`src/rtl/rng_aes_sequencer.sv`:
```
// Sequences the AES register port to whiten chaos-RNG output: key from RNG, encrypt
// RNG blocks, buffer ciphertext in a FIFO, and lend the port to a host between blocks.
module rng_aes_sequencer #(
    parameter int FIFO_DEPTH   = 8,
    parameter int REKEY_BLOCKS = 16
) (
    input  logic        clk,
    input  logic        reset_n,
    input  logic        en,
    input  logic        keylen,
    input  logic [31:0] rng_word,
    output logic        aes_cs,
    output logic        aes_we,
    output logic [7:0]  aes_address,
    output logic [31:0] aes_write_data,
    input  logic [31:0] aes_read_data,
    input  logic        host_req,
    input  logic        host_we,
    input  logic [7:0]  host_addr,
    input  logic [31:0] host_wdata,
    output logic        host_gnt,
    output logic [31:0] host_rdata,
    output logic [31:0] out_data,
    output logic        out_valid,
    input  logic        out_ready,
    output logic        busy,
    output logic [15:0] block_count
);

    localparam int AW = $clog2(FIFO_DEPTH);
    localparam logic [AW:0] DEPTH_W     = (AW+1)'(FIFO_DEPTH);
    localparam logic [AW:0] BLOCK_WORDS = (AW+1)'(4);

    localparam logic [7:0] ADDR_CTRL    = 8'h08;
    localparam logic [7:0] ADDR_STATUS  = 8'h09;
    localparam logic [7:0] ADDR_CONFIG  = 8'h0A;
    localparam logic [7:0] ADDR_KEY0    = 8'h10;
    localparam logic [7:0] ADDR_BLOCK0  = 8'h20;
    localparam logic [7:0] ADDR_RESULT0 = 8'h30;

    typedef enum logic [3:0] {
        ST_IDLE, ST_HOST, ST_KEY_WR, ST_CFG_WR, ST_INIT,
        ST_WAIT_INIT, ST_BLK_WR, ST_NEXT, ST_WAIT_NEXT, ST_RES_RD
    } state_e;

    state_e         state_q, state_d;
    logic [2:0]     cnt_q, cnt_d;
    logic [2:0]     cnt_inc_s;
    logic           aes_cs_q, aes_cs_d;
    logic           aes_we_q, aes_we_d;
    logic [7:0]     aes_addr_q, aes_addr_d;
    logic [31:0]    aes_wdata_q, aes_wdata_d;
    logic           use_rng_q, use_rng_d;
    logic           rekey_pend_q, rekey_pend_d;
    logic [15:0]    rekey_cnt_q, rekey_cnt_d;
    logic [15:0]    rekey_inc_s;
    logic [15:0]    block_count_q, block_count_d;
    logic [AW-1:0]  wr_ptr_q, wr_ptr_d;
    logic [AW-1:0]  rd_ptr_q, rd_ptr_d;
    logic [AW:0]    occ_q, occ_d;
    logic [AW:0]    free_s;
    logic           push_s;
    logic           pop_s;
    logic [31:0]    fifo_mem_q [FIFO_DEPTH];

    assign cnt_inc_s   = cnt_q + 3'd1;
    assign rekey_inc_s = rekey_cnt_q + 16'd1;
    assign free_s      = DEPTH_W - occ_q;

    // Sequencer next-state logic; aes_*_d describe the access of the following cycle.
    always_comb begin
        state_d       = state_q;
        cnt_d         = cnt_q;
        aes_cs_d      = 1'b0;
        aes_we_d      = 1'b0;
        aes_addr_d    = 8'h00;
        aes_wdata_d   = 32'h0000_0000;
        use_rng_d     = 1'b0;
        rekey_pend_d  = rekey_pend_q;
        rekey_cnt_d   = rekey_cnt_q;
        block_count_d = block_count_q;
        push_s        = 1'b0;
        case (state_q)
            ST_IDLE: begin
                if (host_req) begin
                    state_d = ST_HOST;
                end else if (en && (free_s >= BLOCK_WORDS)) begin
                    cnt_d     = 3'd0;
                    aes_cs_d  = 1'b1;
                    aes_we_d  = 1'b1;
                    use_rng_d = 1'b1;
                    if (rekey_pend_q) begin
                        state_d    = ST_KEY_WR;
                        aes_addr_d = ADDR_KEY0;
                    end else begin
                        state_d    = ST_BLK_WR;
                        aes_addr_d = ADDR_BLOCK0;
                    end
                end else begin
                    state_d = ST_IDLE;
                end
            end
            ST_HOST: begin
                if (!host_req) begin
                    state_d = ST_IDLE;
                end else if (host_we) begin
                    rekey_pend_d = 1'b1;
                end else begin
                    state_d = ST_HOST;
                end
            end
            ST_KEY_WR: begin
                aes_cs_d = 1'b1;
                aes_we_d = 1'b1;
                if (cnt_q == 3'd7) begin
                    state_d     = ST_CFG_WR;
                    cnt_d       = 3'd0;
                    aes_addr_d  = ADDR_CONFIG;
                    aes_wdata_d = {30'b0, keylen, 1'b1};
                end else begin
                    cnt_d      = cnt_inc_s;
                    aes_addr_d = ADDR_KEY0 | {5'b0, cnt_inc_s};
                    use_rng_d  = 1'b1;
                end
            end
            ST_CFG_WR: begin
                state_d     = ST_INIT;
                cnt_d       = 3'd0;
                aes_cs_d    = 1'b1;
                aes_we_d    = 1'b1;
                aes_addr_d  = ADDR_CTRL;
                aes_wdata_d = 32'h0000_0001;
            end
            ST_INIT: begin
                // cnt 0 is the CTRL write, cnt 1 the idle settle cycle before polling
                if (cnt_q == 3'd0) begin
                    cnt_d = 3'd1;
                end else begin
                    state_d    = ST_WAIT_INIT;
                    cnt_d      = 3'd0;
                    aes_cs_d   = 1'b1;
                    aes_addr_d = ADDR_STATUS;
                end
            end
            ST_WAIT_INIT: begin
                if (aes_read_data[0]) begin
                    rekey_pend_d = 1'b0;
                    state_d      = ST_BLK_WR;
                    cnt_d        = 3'd0;
                    aes_cs_d     = 1'b1;
                    aes_we_d     = 1'b1;
                    aes_addr_d   = ADDR_BLOCK0;
                    use_rng_d    = 1'b1;
                end else begin
                    aes_cs_d   = 1'b1;
                    aes_addr_d = ADDR_STATUS;
                end
            end
            ST_BLK_WR: begin
                aes_cs_d = 1'b1;
                aes_we_d = 1'b1;
                if (cnt_q == 3'd3) begin
                    state_d     = ST_NEXT;
                    cnt_d       = 3'd0;
                    aes_addr_d  = ADDR_CTRL;
                    aes_wdata_d = 32'h0000_0002;
                end else begin
                    cnt_d      = cnt_inc_s;
                    aes_addr_d = ADDR_BLOCK0 | {6'b0, cnt_inc_s[1:0]};
                    use_rng_d  = 1'b1;
                end
            end
            ST_NEXT: begin
                if (cnt_q == 3'd0) begin
                    cnt_d = 3'd1;
                end else begin
                    state_d    = ST_WAIT_NEXT;
                    cnt_d      = 3'd0;
                    aes_cs_d   = 1'b1;
                    aes_addr_d = ADDR_STATUS;
                end
            end
            ST_WAIT_NEXT: begin
                aes_cs_d = 1'b1;
                if (aes_read_data[1]) begin
                    state_d    = ST_RES_RD;
                    cnt_d      = 3'd0;
                    aes_addr_d = ADDR_RESULT0;
                end else begin
                    aes_addr_d = ADDR_STATUS;
                end
            end
            ST_RES_RD: begin
                push_s = 1'b1;
                if (cnt_q == 3'd3) begin
                    state_d       = ST_IDLE;
                    cnt_d         = 3'd0;
                    block_count_d = block_count_q + 16'd1;
                    if ((REKEY_BLOCKS != 0) && (rekey_inc_s == 16'(REKEY_BLOCKS))) begin
                        rekey_pend_d = 1'b1;
                        rekey_cnt_d  = 16'd0;
                    end else begin
                        rekey_cnt_d = rekey_inc_s;
                    end
                end else begin
                    cnt_d      = cnt_inc_s;
                    aes_cs_d   = 1'b1;
                    aes_addr_d = ADDR_RESULT0 | {6'b0, cnt_inc_s[1:0]};
                end
            end
            default: begin
                state_d = ST_IDLE;
                cnt_d   = 3'd0;
            end
        endcase
    end

    // FIFO pointer and occupancy update; a push and a pop together leave occupancy alone.
    always_comb begin
        pop_s    = (occ_q != '0) && out_ready;
        wr_ptr_d = push_s ? (wr_ptr_q + AW'(1)) : wr_ptr_q;
        rd_ptr_d = pop_s  ? (rd_ptr_q + AW'(1)) : rd_ptr_q;
        case ({push_s, pop_s})
            2'b10:   occ_d = occ_q + (AW+1)'(1);
            2'b01:   occ_d = occ_q - (AW+1)'(1);
            default: occ_d = occ_q;
        endcase
    end

    // State, bus-access and FIFO control registers.
    always_ff @(posedge clk or negedge reset_n) begin
        if (!reset_n) begin
            state_q       <= ST_IDLE;
            cnt_q         <= 3'd0;
            aes_cs_q      <= 1'b0;
            aes_we_q      <= 1'b0;
            aes_addr_q    <= 8'h00;
            aes_wdata_q   <= 32'h0000_0000;
            use_rng_q     <= 1'b0;
            rekey_pend_q  <= 1'b1;
            rekey_cnt_q   <= 16'd0;
            block_count_q <= 16'd0;
            wr_ptr_q      <= '0;
            rd_ptr_q      <= '0;
            occ_q         <= '0;
        end else begin
            state_q       <= state_d;
            cnt_q         <= cnt_d;
            aes_cs_q      <= aes_cs_d;
            aes_we_q      <= aes_we_d;
            aes_addr_q    <= aes_addr_d;
            aes_wdata_q   <= aes_wdata_d;
            use_rng_q     <= use_rng_d;
            rekey_pend_q  <= rekey_pend_d;
            rekey_cnt_q   <= rekey_cnt_d;
            block_count_q <= block_count_d;
            wr_ptr_q      <= wr_ptr_d;
            rd_ptr_q      <= rd_ptr_d;
            occ_q         <= occ_d;
        end
    end

    // FIFO storage; contents are masked at the output while empty, so no reset is needed.
    always_ff @(posedge clk) begin
        if (push_s) begin
            fifo_mem_q[wr_ptr_q] <= aes_read_data;
        end
    end

    // Key and block words carry the RNG value of the very cycle they are written.
    assign host_gnt       = (state_q == ST_HOST);
    assign aes_cs         = host_gnt ? host_req : aes_cs_q;
    assign aes_we         = host_gnt ? (host_req & host_we) : aes_we_q;
    assign aes_address    = host_gnt ? host_addr : aes_addr_q;
    assign aes_write_data = host_gnt ? host_wdata : (use_rng_q ? rng_word : aes_wdata_q);
    assign host_rdata     = host_gnt ? aes_read_data : 32'h0000_0000;
    assign out_valid      = (occ_q != '0);
    assign out_data       = out_valid ? fifo_mem_q[rd_ptr_q] : 32'h0000_0000;
    assign busy           = (state_q != ST_IDLE) && (state_q != ST_HOST);
    assign block_count    = block_count_q;

endmodule

```
`config.mk`:
```
export PLATFORM = sky130hd
export DESIGN_NAME = rng_aes_sequencer
export DESIGN_NICKNAME = d
export VERILOG_FILES = /design/src/rtl/rng_aes_sequencer.sv
export SDC_FILE = /design/constraint.sdc
export NUM_CORES = 1
export LEC_CHECK = 0
export BUFFER_PORTS_ARGS = -buffer_cell sky130_fd_sc_hd__buf_4
export CELL_PAD_IN_SITES_DETAIL_PLACEMENT = 0
export CELL_PAD_IN_SITES_GLOBAL_PLACEMENT = 2
export CORE_MARGIN = 3
export CORE_UTILIZATION = 43
export CTS_CLUSTER_SIZE = 20
export DETAILED_ROUTE_END_ITERATION = 8
export PLACE_DENSITY = 0.87
export SETUP_SLACK_MARGIN = 0.15
export SYNTH_ARGS = -nofsm -noshare
export SYNTH_HDL_FRONTEND = slang
export SYNTH_SLANG_ARGS = --single-unit
```
`constraint.sdc`:
```
create_clock -name clk -period 5.75 [get_ports clk]
set_clock_uncertainty 0.2 [all_clocks]
set_input_delay 0.575 -clock clk [delete_from_list [all_inputs] [get_ports clk]]
set_output_delay 0.575 -clock clk [all_outputs]
set_load 0.01 [all_outputs]
```
==> impl_metrics.json <==
{
  "final_nets": 1280,
  "timing.critical_path.mode_cell": "buf_4",
  "cts_buffer_depth": 3,
  "clkPwrFrac_pct": 29.5,
  "grt_usage_pct": 18.5,
  "fin_crit_ns": 3.85,
  "regArea_mm2": 0.00922,
  "path_buf_inv": 2,
  "synth_top_flop_cell": "edfxtp_1",
  "grt_max_degree": 75,
  "multiInputGateArea_mm2": 0.00436,
  "synth_seq_cells": 317,
  "worstPathCellList": "buf_4, mux4_2, mux2i_1, nor2_1, buf_4",
  "max_freq_mhz": 260,
  "relSlewSlack_pct": 25.0,
  "pwr-share-comb_pct": 34.2,
  "fill_cells": 2464,
  "place.gp.congestion": 0.801,
  "grt_pass1_wl_um": 49400,
  "die_x_um": 185,
  "firstDrtPassIters": 5,
  "required_ns": 4.97,
  "arrival_ns": 3.08,
  "cts_made_buffers": 35,
  "rsz0062_at_grt": "no",
  "rows": 64,
  "clk_latency_ns": 0.52,
  "cp_top_family": "flip-flops",
  "path_clk_slew_ns": 0.06,
  "ys_seq_area_share_pct": 66.8,
  "antenna_found_initial": 0,
  "synth.area.top_cells": "edfxtp_1 (56%), dfrtp_1 (11%), mux4_2 (10%)",
  "post-cts-setup-buffers": 0,
  "synth_cells": 920,
  "synth_edf_count": 256,
  "antenna-diode-count": 0,
  "cts_tree": "yes",
  "critPathKind": "reg2out",
  "yosys.area.top_type_share_pct": 55.7,
  "finalPower_mw": 8.03,
  "grt-ovfl-total": 0,
  "yosysMostFrequentCell": "edfxtp_1",
  "drc": 0,
  "initial_core_util_pct": 44.4,
  "ant_nets": 0,
  "timing.rr.end": "occ_q[3]",
  "h-tree-depth": 2,
  "cts_sinks": 317,
  "switching_share_pct": 32.2,
  "ys_async_sr_fraction_pct": 19.2,
  "root_buffer": "clkbuf_16",
  "drive_gt1_share_pct": 33.8,
  "synthTopCellsByCount": "edfxtp_1 (256), nand2_1 (106), mux4_2 (64)",
  "p_sw_mw": 2.58,
  "post_drt_wl_per_cell_um": 20.3,
  "setup_viol": 0,
  "layout-area-overhead-vs-synth_pct": 25.4,
  "cpPeakStageDelay_ns": 0.87,
  "seqPwrFrac_pct": 36.3,
  "grt_pass1_vias": 8653,
  "post-place-ws_ns": 2.35,
  "end_kind": "output port",
  "viasPerCell": 5.34,
  "hpwl_um": 20000,
  "timing.hold.ws_ns": 0.0809,
  "vias": 8431,
  "critPathMaxFanout": 35,
  "status": "completed",
  "cts_resized": 0,
  "coreArea_mm2": 0.0311,
  "crit_end": "out_data[26]",
  "crit_start": "rd_ptr_q[0]",
  "yosysTopAreaCell": "edfxtp_1",
  "io_pins": 236,
  "drt_iter0_drc": 590,
  "leakage_nw": 6.68,
  "reg2reg_from": "state_q[3]",
  "netlist_area_mm2": 0.0138,
  "port_buffers": 235,
  "post-route-period-util_pct": 67.0,
  "wl_um": 32000,
  "fp.dieH_um": 185,
  "internal-power_mw": 5.45,
  "ys_warn_count": 0,
  "slew_violations": 0,
  "finalHoldViolCount": 0,
  "worstMarginPinSlew_ns": 1.13,
  "p_per_area_mw_per_mm2": 465,
  "crit_slowest_cell": "dfrtp_4",
  "synthDistinctLibCells": 56,
  "maxCapViolCount": 0,
  "syn_nets": 1044,
  "fin_ws_ns": 1.90,
  "final.setup.tns_ns": 0,
  "hold_class": "in2reg",
  "dieArea_mm2": 0.0343,
  "cp-start-kind": "flip-flop",
  "ir_drop_mv": 0.260,
  "synth.avg_cell_area_um2": 15.0,
  "critical_path_cell_count": 5,
  "worst-r2r-setup-slack_ns": 2.72,
  "reg2regPathDepth": 9
}
state kept, by name (all words and copies together), names as in the netlist:
| name | flops |
|---|---|
| block_count | 16 |
| aes_cs_q | 1 |
| rd_ptr_q | 3 |
| rekey_pend_q | 1 |
| use_rng_q | 1 |
| wr_ptr_q | 3 |
| occ_q | 4 |
| aes_addr_q | 6 |
| fifo_mem_q | 256 |
| aes_we_q | 1 |
| cnt_q | 3 |
| rekey_cnt_q | 16 |
| state_q | 4 |
| aes_wdata_q | 2 |
routing by layer:
layer  global-route usage, %  routed length, µm
met3                    2.47               1400
met2                    31.7              16600
met5                       0                  0
met4                    4.05                463
met1                    25.6              13600
worst reg2reg max path, cell delays in order, from the launching register on:
cell	delay (ns)
dfrtp_1	0.72
and4bb_1	0.54
inv_1	0.20
ha_1	0.28
ha_1	0.28
a21o_1	0.17
a21oi_1	0.17
xnor2_1	0.14
nor2_1	0.06
xor2_1	0.14
cell families (layout without fill, tap and decap cells):
group                      count (synthesis)  after routing  share of synthesized area [%]
AOI/OAI and AO/OA                         82             82                           3.46
xor gates and xnor gates                  37             37                           2.35
adders and majority gates                 13             13                           1.23
buffers and inverters                     71            333                           2.09
DFF                                      317            317                           66.8
muxes                                    111            111                           13.9
and+or+nand+nor                          289            289                           10.1
how the worst min path moves through the flow:
| stage | cells after the start | to | from |
|---|---|---|---|
| floorplan | 0 | aes_addr_q[0] | reset_n |
| global placement | 1 | block_count[15] | block_count[15] |
| detailed placement | 1 | block_count[15] | block_count[15] |
| CTS | 1 | fifo_mem_q[2][3] | aes_read_data[3] |
| global route | 1 | fifo_mem_q[3][3] | aes_read_data[3] |
| finish | 1 | fifo_mem_q[2][3] | aes_read_data[3] |
power groups by stage:
stage	Clock (mW)	Combinational (mW)	Sequential, mW
after floorplan	0	1.85	2.72
after global placement	0	2.76	2.97
after detailed placement	0	2.79	2.97
after CTS	2.42	2.80	2.92
after global routing	2.52	3.00	2.96
final	2.37	2.74	2.92
what timing repair did:
| item | CTS | global route |
|---|---|---|
| endpoints found under the hold margin | 60 | 0 |
| endpoints found under the setup margin | 0 | 0 |
| hold buffers | 1 | 0 |
cells in the final DEF (no fill, tap or decap), drive strengths merged, types with 9 or more instances in the layout:
cell	count
edfxtp	256
buf	251
nand2	106
mux4	64
nor2	63
dfrtp	60
o21ai	49
clkbuf	42
mux2i	38
and3	37
xnor2	26
nand3	22
inv	19
ha	12
nor3	12
a21oi	11
xor2	11
nand4	11
clkinv	10
nand2b	9
mux2	9
final cells by class:
cell class / count / area share, %
flip-flops and latches: 317 / 53.3
clock buffers: 42 / 5.22
clock inverters: 21 / 2.03
inverters: 18 / 0.391
well taps: 396 / 2.87
repair buffers: 252 / 11.0
multi-input cells: 532 / 25.2
through the flow:
step / std cells / area [µm²] / utilization [%]
CTS: 1578 / 17300 / 55.7
global placement: 1514 / 16000 / 51.6
finish: 1578 / 17300 / 55.7
floorplan: 920 / 13800 / -
detailed placement: 1514 / 16000 / 51.6
global route: 1578 / 17300 / 55.7
Note: power is estimated with default switching activity, not from simulation.
